==> config.mk <==
export PLATFORM = sky130hd
export DESIGN_NAME = dmem_arbiter
export DESIGN_NICKNAME = d
export VERILOG_FILES = /design/src/rtl/dmem_arbiter.sv
export SDC_FILE = /design/constraint.sdc
export NUM_CORES = 1
export LEC_CHECK = 0
export BUFFER_PORTS_ARGS = -buffer_cell sky130_fd_sc_hd__buf_2
export CELL_PAD_IN_SITES_DETAIL_PLACEMENT = 0
export CELL_PAD_IN_SITES_GLOBAL_PLACEMENT = 1
export CORE_MARGIN = 4
export CORE_UTILIZATION = 38
export CTS_BUF_LIST = sky130_fd_sc_hd__clkbuf_4
export DETAILED_ROUTE_END_ITERATION = 10
export GPL_TIMING_DRIVEN = 1
export PLACE_DENSITY_LB_ADDON = 0.1
export REMOVE_ABC_BUFFERS = 1
export SLEW_MARGIN = 30
export SYNTH_ARGS = -nofsm -noshare
export SYNTH_HDL_FRONTEND = slang
export SYNTH_SLANG_ARGS = --single-unit
==> constraint.sdc <==
create_clock -name clk -period 2.3 [get_ports clk]
set_input_delay 0.115 -clock clk [delete_from_list [all_inputs] [get_ports clk]]
set_output_delay 0.115 -clock clk [all_outputs]
set_load 0.02 [all_outputs]
==> src/rtl/dmem_arbiter.sv <==
// Two-port (core + DMA) arbiter in front of a single-ported data memory.
// Sub-word stores are done as read-modify-write so the memory only ever sees full-word writes.
module dmem_arbiter #(
    parameter int STARVE_LIMIT = 4
) (
    input  logic        clk,
    input  logic        rst_n,

    input  logic        c_req,
    input  logic        c_we,
    input  logic [31:0] c_addr,
    input  logic [31:0] c_wdata,
    input  logic [2:0]  c_funct3,
    output logic        c_gnt,
    output logic        c_rvalid,
    output logic        c_err,
    output logic [31:0] c_rdata,

    input  logic        d_req,
    input  logic        d_we,
    input  logic [31:0] d_addr,
    input  logic [31:0] d_wdata,
    input  logic [2:0]  d_funct3,
    output logic        d_gnt,
    output logic        d_rvalid,
    output logic        d_err,
    output logic [31:0] d_rdata,

    output logic        mem_read,
    output logic        mem_write,
    output logic [31:0] mem_addr,
    output logic [31:0] mem_wdata,
    output logic [2:0]  mem_funct3,
    input  logic [31:0] mem_rdata
);

    localparam logic [0:0] IDLE   = 1'b0;
    localparam logic [0:0] RMW_WR = 1'b1;

    localparam int              CW    = $clog2(STARVE_LIMIT + 1);
    localparam logic [CW-1:0]   LIMIT = CW'(STARVE_LIMIT);

    logic [0:0]    state;
    logic [CW-1:0] starve_cnt;

    logic [31:0]   cap_word;
    logic [29:0]   cap_addr;
    logic [1:0]    cap_off;
    logic          cap_half;
    logic [15:0]   cap_data;
    logic          cap_port;

    logic          resp_c;
    logic          resp_d;
    logic          resp_err;
    logic [31:0]   resp_rdata;

    logic          grant_c;
    logic          grant_d;
    logic          any_gnt;
    logic          sel_we;
    logic [31:0]   sel_addr;
    logic [31:0]   sel_wdata;
    logic [2:0]    sel_funct3;
    logic          misaligned;
    logic          sub_store;
    logic [31:0]   merged;

    // Grants are gated by rst_n so every output is quiet while reset is held.
    assign grant_c = rst_n && (state == IDLE) && c_req && (!d_req || (starve_cnt < LIMIT));
    assign grant_d = rst_n && (state == IDLE) && d_req && !grant_c;
    assign any_gnt = grant_c || grant_d;

    assign sel_we     = grant_d ? d_we     : c_we;
    assign sel_addr   = grant_d ? d_addr   : c_addr;
    assign sel_wdata  = grant_d ? d_wdata  : c_wdata;
    assign sel_funct3 = grant_d ? d_funct3 : c_funct3;

    assign sub_store = sel_we && (sel_funct3[1:0] != 2'b10);

    always_comb begin
        misaligned = 1'b1;
        case (sel_funct3)
            3'b000, 3'b100: misaligned = 1'b0;
            3'b001, 3'b101: misaligned = sel_addr[0];
            3'b010:         misaligned = |sel_addr[1:0];
            default:        misaligned = 1'b1;
        endcase
    end

    always_comb begin
        merged = cap_word;
        if (cap_half) begin
            merged[{cap_off[1], 4'b0000} +: 16] = cap_data;
        end else begin
            merged[{cap_off, 3'b000} +: 8] = cap_data[7:0];
        end
    end

    always_comb begin
        mem_read   = 1'b0;
        mem_write  = 1'b0;
        mem_addr   = '0;
        mem_wdata  = '0;
        mem_funct3 = '0;
        if (rst_n && (state == RMW_WR)) begin
            mem_write  = 1'b1;
            mem_addr   = {cap_addr, 2'b00};
            mem_wdata  = merged;
            mem_funct3 = 3'b010;
        end else if (any_gnt && !misaligned) begin
            if (!sel_we) begin
                mem_read   = 1'b1;
                mem_addr   = sel_addr;
                mem_funct3 = sel_funct3;
            end else if (sub_store) begin
                mem_read   = 1'b1;
                mem_addr   = {sel_addr[31:2], 2'b00};
                mem_funct3 = 3'b010;
            end else begin
                mem_write  = 1'b1;
                mem_addr   = sel_addr;
                mem_wdata  = sel_wdata;
                mem_funct3 = sel_funct3;
            end
        end
    end

    always_ff @(posedge clk or negedge rst_n) begin
        if (!rst_n) begin
            state      <= IDLE;
            cap_word   <= '0;
            cap_addr   <= '0;
            cap_off    <= '0;
            cap_half   <= 1'b0;
            cap_data   <= '0;
            cap_port   <= 1'b0;
            resp_c     <= 1'b0;
            resp_d     <= 1'b0;
            resp_err   <= 1'b0;
            resp_rdata <= '0;
        end else begin
            resp_c     <= 1'b0;
            resp_d     <= 1'b0;
            resp_err   <= 1'b0;
            resp_rdata <= '0;
            if (state == RMW_WR) begin
                state  <= IDLE;
                resp_c <= !cap_port;
                resp_d <= cap_port;
            end else if (any_gnt) begin
                if (misaligned) begin
                    resp_c   <= grant_c;
                    resp_d   <= grant_d;
                    resp_err <= 1'b1;
                end else if (sub_store) begin
                    state    <= RMW_WR;
                    cap_word <= mem_rdata;
                    cap_addr <= sel_addr[31:2];
                    cap_off  <= sel_addr[1:0];
                    cap_half <= sel_funct3[0];
                    cap_data <= sel_wdata[15:0];
                    cap_port <= grant_d;
                end else begin
                    resp_c     <= grant_c;
                    resp_d     <= grant_d;
                    resp_rdata <= sel_we ? 32'h0 : mem_rdata;
                end
            end
        end
    end

    // Counts core wins while DMA is kept waiting; DMA takes over once it saturates.
    always_ff @(posedge clk or negedge rst_n) begin
        if (!rst_n) begin
            starve_cnt <= '0;
        end else if (!d_req || grant_d) begin
            starve_cnt <= '0;
        end else if (grant_c && (starve_cnt < LIMIT)) begin
            starve_cnt <= starve_cnt + CW'(1);
        end
    end

    assign c_gnt    = grant_c;
    assign d_gnt    = grant_d;
    assign c_rvalid = resp_c;
    assign d_rvalid = resp_d;
    assign c_err    = resp_c && resp_err;
    assign d_err    = resp_d && resp_err;
    assign c_rdata  = resp_c ? resp_rdata : 32'h0;
    assign d_rdata  = resp_d ? resp_rdata : 32'h0;

endmodule

# Yosys cells after proc, flatten, opt, wreduce, memory -nomap -nowiden
# Index checks and enable logic that the tools add are counted.
[op_classes]
n_mux = 51
n_div = 0
n_reduce_logical = 24
order_cmp = 1
add_sub_neg = 3
bitwise_logic = 2
n_shift = 4
n_eq_ne = 5
multipliers = 0
[op_table]
columns = ["cell", "count"]
rows = [
  ["32-bit two-way mux", 16],
  ["32-bit bitwise mux", 2],
  ["16-bit by 7-bit variable shift with 32-bit output (first input constant)", 1],
  ["8-bit by 7-bit variable shift with 32-bit output (first input constant)", 1],
  ["16-bit by 7-bit indexed part select with 32-bit output", 1],
  ["8-bit by 7-bit indexed part select with 32-bit output", 1],
  ["1-bit two-way mux", 23],
  ["3-bit two-way mux", 7],
  ["5-bit negation with 7-bit output", 2],
  ["1-bit logical AND", 11],
  ["3-bit equality test (second input constant)", 2],
  ["2-bit OR reduction", 3],
  ["1-bit zero test", 4],
  ["2-bit two-way mux", 2],
  ["4-bit AND reduction", 1],
  ["3-bit by 1-bit adder with 3-bit output (second input constant)", 1],
  ["3-bit by 1-bit equality test with 1-bit output (second input constant)", 1],
  ["3-bit by 2-bit equality test with 1-bit output (second input constant)", 1],
  ["3-bit zero test", 1],
  ["1-bit logical OR", 3],
  ["3-bit less-than comparator (second input constant)", 1],
  ["1-bit one-hot mux with 3 select lines", 1],
  ["2-bit != test (second input constant)", 1],
  ["1-bit NOT", 2],
  ["2-bit nonzero test", 1],
]
[totals]
out_inout_bits = 139
ramBits = 0
mem_count = 0
regBits = 121
elab_cells = 102
latchBits = 0
mem_bits_ro = 0
in_bits = 172

# Logic depth before layout (Yosys ltp)
# Gate-level depths: netlist of run 1.
[depth]
ltp_word = 14
ltp_mapped = 8
mapped_depth_nobuf = 6

# Worst setup path after synthesis of run 1
# Ideal clock, no wire load.
[synth_timing]
path_type = "register -> output"
from = "reg cap_off[1]"
to = "out mem_wdata[22]"
slack_ns = -0.078
arrival_ns = 2.263
required_ns = 2.185
path_stages_with_launch = 9
cell_sequence = "dfrtp_1 -> clkbuf_1 -> inv_1 -> ha_1 -> nor4bb_1 -> clkbuf_1 -> mux2_2 -> a22oi_1 -> o21ai_0"
[synth_between]
elab_chain_cells = 5
word_cells_on_any_way = 10
[synth_rtl]
columns = ["element", "line", "source"]
rows = [
  ["start, declared", "48", "logic [1:0] cap_off;"],
  ["start signal, assigned", "160", "cap_off <= sel_addr[1:0];"],
  ["5-bit negation with 7-bit output (on tied branches)", "94, 96", ""],
  ["16-bit by 7-bit indexed part select with 32-bit output, or another cell as far along", "94", "merged[{cap_off[1], 4'b0000} +: 16] = cap_data;"],
  ["32-bit bitwise mux (on tied branches)", "94, 96", ""],
  ["32-bit two-way mux (*)", "93", "if (cap_half) begin"],
  ["32-bit two-way mux (*)", "106", "if (rst_n && (state == RMW_WR)) begin"],
  ["end, declared", "32", "output logic [31:0] mem_wdata,"],
]
# Mark *: on every way between the ends. The rest lies on a longest branch, timed or not.

# Final worst setup path of run 1
[layout_timing]
from = "reg cap_off[1]"
to = "out mem_wdata[30]"
# The elaborated chain is that of the path after synthesis.

==> flow_metrics.tcl, run 1 <==
set metrics [dict create \
    rsz0062_at_grt "true" \
    num_rows 52 \
    fin_tns_setup_ns -5.248 \
    ant_nets 0 \
    hold_viol 0 \
    ys_warn_count 0 \
    cp-end-kind "output pin" \
    synthFlopType "dfrtp_1" \
    maxCapViolations 0 \
    r2r_slack_ns 0.06 \
    grt_use_total_pct 23.19 \
    die_h_um 151.4 \
    syn-cell-area_mm2 0.007811 \
    first_global_vias 7623 \
    p_leak_nw 6.135 \
    cts_tree "done" \
    io_pins 311 \
    worst_path_max_delay_cell "dfrtp_2" \
    dp_hpwl_um 17670 \
    grt.met3_usage_pct 5.266 \
    fin_crit_sh_pct 110.1 \
    multiInputGateArea_mm2 0.004955 \
    synth_top_area_cell "dfrtp_1" \
    slew_headroom_pct 43.19 \
    start_kind "register" \
    grt_util_met1_pct 28.03 \
    viasPerCell 5.179 \
    layout_commonest_cell "buf_2" \
    grt_max_degree 55 \
    path_cells "inv_4 -> ha_4 -> nor4bb_4 -> buf_4 -> nand3b_1 -> a31oi_2 -> a221o_1 -> buf_6" \
    antenna_found_initial 1 \
    synthTopCellsByArea "dfrtp_1 39%, mux2_2 7.9%, mux2_1 6.2%" \
    port_buffers 310 \
    synth_edf_count 0 \
    yosysUniqueCellTypes 46 \
    die-area_mm2 0.02291 \
    ys_seq_area_share_pct 38.76 \
    regArea_mm2 0.003033 \
    start_util_pct 38.60 \
    grt-busiest-layer "met2" \
    slew_violations 0 \
    dpl.cell_count 1276 \
    async_reset_ff_share_pct 100.0 \
    routed_wl_um 28090 \
    cts_buffers 17 \
    fillers 1722 \
    fmax_mhz 394.9 \
    gp_congestion 0.8083 \
    crit_cells 8 \
    vdd_drop_max_mv 0.3418 \
    rr_startpoint "starve_cnt[2]" \
    r2r_end "cap_data[14]" \
    crit_fanout 4 \
    synthCells 726 \
    mostFrequentLayoutCells "269 x buf_2, 130 x dlygate4sd3_1, 119 x dfrtp_1, 68 x and2_1, 68 x nand2_1" \
    drive_above_1_share_pct 47.39 \
    areaGrowthSynthToFinish_pct 60.20 \
    layout.nets 1372 \
    routedWlPerCell_um 19.02 \
    drt_iter0_markers 294 \
    cts_root_buf "clkbuf_4" \
    r2r_cells 8 \
    clock_sinks 121 \
    holdPathEnd "cap_half" \
    synth_area_per_cell_um2 10.76 \
    grt_first_pass_wirelength_um 41170 \
    period_needed_ns 2.533 \
    drcViolationCount 0 \
    whs_path_depth 3 \
    worst_pin_slew_ns 0.8493 \
    failed_checks "negative setup slack" \
    final_cells 1477 \
    path_class "reg2out" \
    core-area_mm2 0.02023 \
    worstHoldStart "d_funct3[0]" \
    synth-seq-cells 121 \
    finalWorstSetupSlack_ns -0.2325 \
    hp-class "in2reg" \
    critPathMaxStageDelay_ns 0.46 \
    cp_top_family "flip-flops" \
    vias 7650 \
    finalSetupViolCount 32 \
    dr.pass1.iters 6 \
    grt_use_met2_pct 41.54 \
    synth_top_area_share_pct 38.76 \
    cts_max_level 4 \
    clock_latency_ns 0.51 \
    max-clock-path-buffers 2 \
    cp.required_ns 2.18 \
    clkSlewWorstSetupHoldPaths_ns 0.10 \
    crit_buf_inv 3 \
    overflow 0 \
    power.density_mw_per_mm2 569.6 \
    outcome "finished, violations left" \
    cp.arrival_ns 2.42 \
    die_x_um 151.4 \
    skew_ns 0.01103 \
]
==> report_power, final <==
group / switching (mW) / leakage, nW / internal (mW) / total (mW)
clock network: 0.778 / 0.135 / 0.514 / 1.29
logic: 1.28 / 4.49 / 1.50 / 2.78
registers: 0.478 / 1.51 / 2.58 / 3.06
total: 2.54 / 6.14 / 4.59 / 7.13
==> cell type report <==
type / count / area share, %
antenna: 2 / 0.04000
clock buffer: 18 / 1.080
clock inverter: 12 / 0.6899
inverter: 8 / 0.3800
multi-input combinational: 536 / 39.60
sequential: 121 / 24.24
tap: 270 / 2.700
timing repair buffer: 510 / 31.28
==> state kept, by name, indices dropped and copies added (netlist names) <==
register    count
cap_word       32
resp_rdata     32
cap_addr       30
cap_data       16
starve_cnt      3
cap_off         2
c_rvalid        1
cap_half        1
cap_port        1
d_rvalid        1
resp_err        1
state           1
==> cells by family after synthesis <==
| logic type | share of synthesized area (%) |
|---|---|
| AO/OA/AOI/OAI | 15.28 |
| adder cells (fa/ha/maj) | 0.9611 |
| buffers and inverters | 4.597 |
| flip-flops | 38.76 |
| multiplexers | 24.89 |
| AND/OR/NAND/NOR | 15.51 |
==> cells in the mapped netlist (29+ instances only) <==
| cell type | n |
|---|---|
| dfrtp_1 | 121 |
| and2_1 | 68 |
| nand2_1 | 68 |
| mux2_2 | 55 |
| mux2_1 | 43 |
| mux2i_1 | 39 |
| a22oi_1 | 35 |
| clkbuf_1 | 35 |
| and3_1 | 33 |
| a221o_1 | 30 |
| mux2_4 | 30 |
| a211oi_1 | 29 |
| a221oi_1 | 29 |
==> how the worst max path moves through the flow <==
| stage | start | end | slack [ns] |
|---|---|---|---|
| global route | cap_off[1] | mem_wdata[0] | -0.42 |
| detailed placement | cap_off[1] | mem_wdata[31] | 0.09 |
| finish | cap_off[1] | mem_wdata[30] | -0.23 |
| floorplan | state | cap_addr[28] | -4.56 |
| global placement | cap_off[1] | mem_wdata[18] | 0.14 |
| CTS | cap_off[1] | mem_wdata[23] | -0.27 |
==> tightest hold or removal path, cell delays in order <==
cell and delay (ns):
buf_2 0.14, mux2_4 0.17, mux2_1 0.11
==> layer usage <==
layer	part of all wire, %	vias up	wire [um]
li1	-	3677	-
met3	6.2	21	1744
met5	0	-	0
met2	52	240	14560
met1	40	3712	11360
met4	1.5	0	419
==> timing repair <==
| action | 4_1_cts | 5_1_grt |
|---|---|---|
| pin swaps | 34 | 12 |
| setup buffers | 11 | 20 |
| setup endpoints to repair | 68 | 129 |
| hold endpoints to repair | 140 | 12 |
| hold buffers | 129 | 7 |
| resized for setup | 108 | 67 |
| cloned | 4 | 4 |
==> per-stage QoR <==
step / power (mW) / hold WS [ns] / area [um2] / utilization [%] / setup slack [ns]
after global routing: 7.574 / 0.02326 / 12510 / 61.84 / -0.4152
final: 7.127 / 0.05760 / 12510 / 61.84 / -0.2325
after global placement: 5.054 / -0.05816 / 9754 / 48.21 / 0.1431
after detailed placement: 5.089 / -0.05673 / 9754 / 48.21 / 0.09419
after CTS: 6.947 / 0.01030 / 11940 / 59.02 / -0.2676
after floorplan: 4.286 / -0.1806 / 7482 / - / -4.555
No activity file was read; power rests on OpenSTA's default activity.
==> run 2, diff against run 1 <==
- PLACE_DENSITY_LB_ADDON: 0.1 -> 0.2
==> run 2 against run 1 <==
Net effect: sequential power is essentially flat; worst setup slack lost 0.060 ns; register-to-register slack lost 0.09 ns; the run still ends with negative setup slack left; utilization grew 1.7 points; sequential share of layout area shrank 0.66 points; via count grew 1.5%; flip-flop and latch count is the same; global-route usage grew 1.6 points; total power grew 3.8%; hold slack gained 0.0096 ns; routed wire length grew 6.5%; clock skew grew 0.024 ns.
==> flow_metrics.tcl, run 2 (synthesized netlist as in run 1, its figures left out) <==
set metrics [dict create \
    routedWlPerCell_um 20.38 \
    finalWorstSetupSlack_ns -0.2929 \
    clkSlewWorstSetupHoldPaths_ns 0.12 \
    reg.largest.list "cap_word (32), resp_rdata (32), cap_addr (30)" \
    drcViolationCount 0 \
    grt.met3_usage_pct 6.134 \
    final_cells 1468 \
    r2r_end "cap_data[0]" \
    first_global_vias 7967 \
    port_buffers 310 \
    finalSetupViolCount 81 \
    rsz0062_at_grt "true" \
    final_core_util_pct 63.52 \
    dp_hpwl_um 18200 \
    r2r_cells 8 \
    grt_first_pass_wirelength_um 43860 \
    path_class "reg2out" \
    slew_violations 0 \
    grt_max_degree 77 \
    worst_pin_slew_ns 0.7066 \
    gp_congestion 0.8422 \
    drt_iter0_markers 333 \
    ant_nets 0 \
    die_x_um 151.4 \
    r2r_slack_ns -0.03 \
    fin_crit_sh_pct 112.7 \
    failed_checks "negative setup slack" \
    antenna_found_initial 1 \
    layout_commonest_cell "buf_2" \
    grt_util_met1_pct 30.37 \
    dpl.cell_count 1272 \
    max-clock-path-buffers 2 \
    power.density_mw_per_mm2 575.6 \
    die_h_um 151.4 \
    hold_viol 0 \
    holdPathEnd "cap_half" \
    core-area_mm2 0.02023 \
    whs_path_depth 3 \
    slew_headroom_pct 52.90 \
    cp.arrival_ns 2.48 \
    cp-end-kind "output pin" \
    dr.pass1.iters 5 \
    hp-class "in2reg" \
    cp.required_ns 2.18 \
    vdd_drop_max_mv 0.2916 \
    worstHoldStart "d_funct3[0]" \
    cts_buffers 17 \
    die-area_mm2 0.02291 \
    start_kind "register" \
    viasPerCell 5.290 \
    outcome "finished, violations left" \
    drive_above_1_share_pct 50.29 \
    clock_latency_ns 0.56 \
    overflow 0 \
    cts_tree "done" \
    grt_use_met2_pct 43.14 \
    layout.nets 1363 \
    start_util_pct 38.60 \
    rr_startpoint "state" \
    cts_root_buf "clkbuf_4" \
    io_pins 311 \
    p_leak_nw 6.104 \
    skew_ns 0.03454 \
    maxCapViolations 0 \
    fmax_mhz 385.7 \
    grt_use_total_pct 24.75 \
    crit_fanout 8 \
    grt-busiest-layer "met2" \
    period_needed_ns 2.593 \
    vias 7765 \
    routed_wl_um 29920 \
    clock_sinks 121 \
    areaGrowthSynthToFinish_pct 64.54 \
    num_rows 52 \
    mostFrequentLayoutCells "245 x buf_2, 130 x dlygate4sd3_1, 119 x dfrtp_1, 68 x and2_1, 66 x nand2_1" \
    hold-worst-slack_ns 0.06723 \
    cts_max_level 4 \
]
==> run 2: worst max-delay path, cell delays in order, from the launching register on <==
cell	delay, ns
dfrtp_2	0.46
inv_4	0.10
ha_4	0.23
nor4bb_4	0.33
buf_6	0.19
a221oi_1	0.08
a211oi_1	0.23
a221o_1	0.19
buf_6	0.13
==> run 2: worst max-delay path by stage <==
stage | startpoint | to | slack [ns] | depth (start not counted)
after floorplan | state | cap_addr[28] | -4.56 | 4
after global placement | cap_off[1] | mem_wdata[27] | 0.11 | 8
after detailed placement | cap_off[1] | mem_wdata[27] | 0.05 | 8
after CTS | cap_off[1] | mem_wdata[22] | -0.29 | 8
after global routing | cap_off[1] | mem_wdata[1] | -0.44 | 8
final | cap_off[1] | mem_wdata[7] | -0.29 | 8
==> run 2: layer usage <==
layer / share of wire [%] / up-vias
met2: 51 / 311
met4: 1.7 / 0
li1: - / 3657
met1: 40 / 3760
met3: 7.2 / 37
met5: 0 / -
==> run 2: layout make-up <==
class	count	area [um2]
fillers	1592	7382
multi-input cells	536	5150
repair buffers	501	4046
flip-flops and latches	121	3030
well taps	270	337.8
clock buffers	18	135.1
clock inverters	13	105.1
inverters	8	45.04
diodes	1	2.502
==> run 2: repair_timing <==
item | 4_1_cts | 5_1_grt
hold buffers | 130 | 2
setup buffers | 18 | 11
setup endpoints to repair | 67 | 69
hold endpoints to repair | 236 | 12
gates cloned | 6 | 3
pin swaps | 57 | 41
resized for setup | 197 | 80
==> run 2: power by group <==
part	internal, mW	leakage [nW]	switching (mW)
registers	2.57	1.51	0.474
clock network	0.529	0.125	0.883
logic	1.55	4.47	1.39
==> run 2: through the flow <==
step / power (mW) / area, um2 / worst slack, ns / setup TNS [ns]
after floorplan: 4.286 / 7482 / -4.555 / -398.31
after global placement: 5.080 / 9762 / 0.1071 / 0
after detailed placement: 5.126 / 9766 / 0.04808 / 0
after CTS: 7.163 / 12370 / -0.2935 / -13.99
after global routing: 7.813 / 12850 / -0.4434 / -17.29
final: 7.397 / 12850 / -0.2929 / -7.916
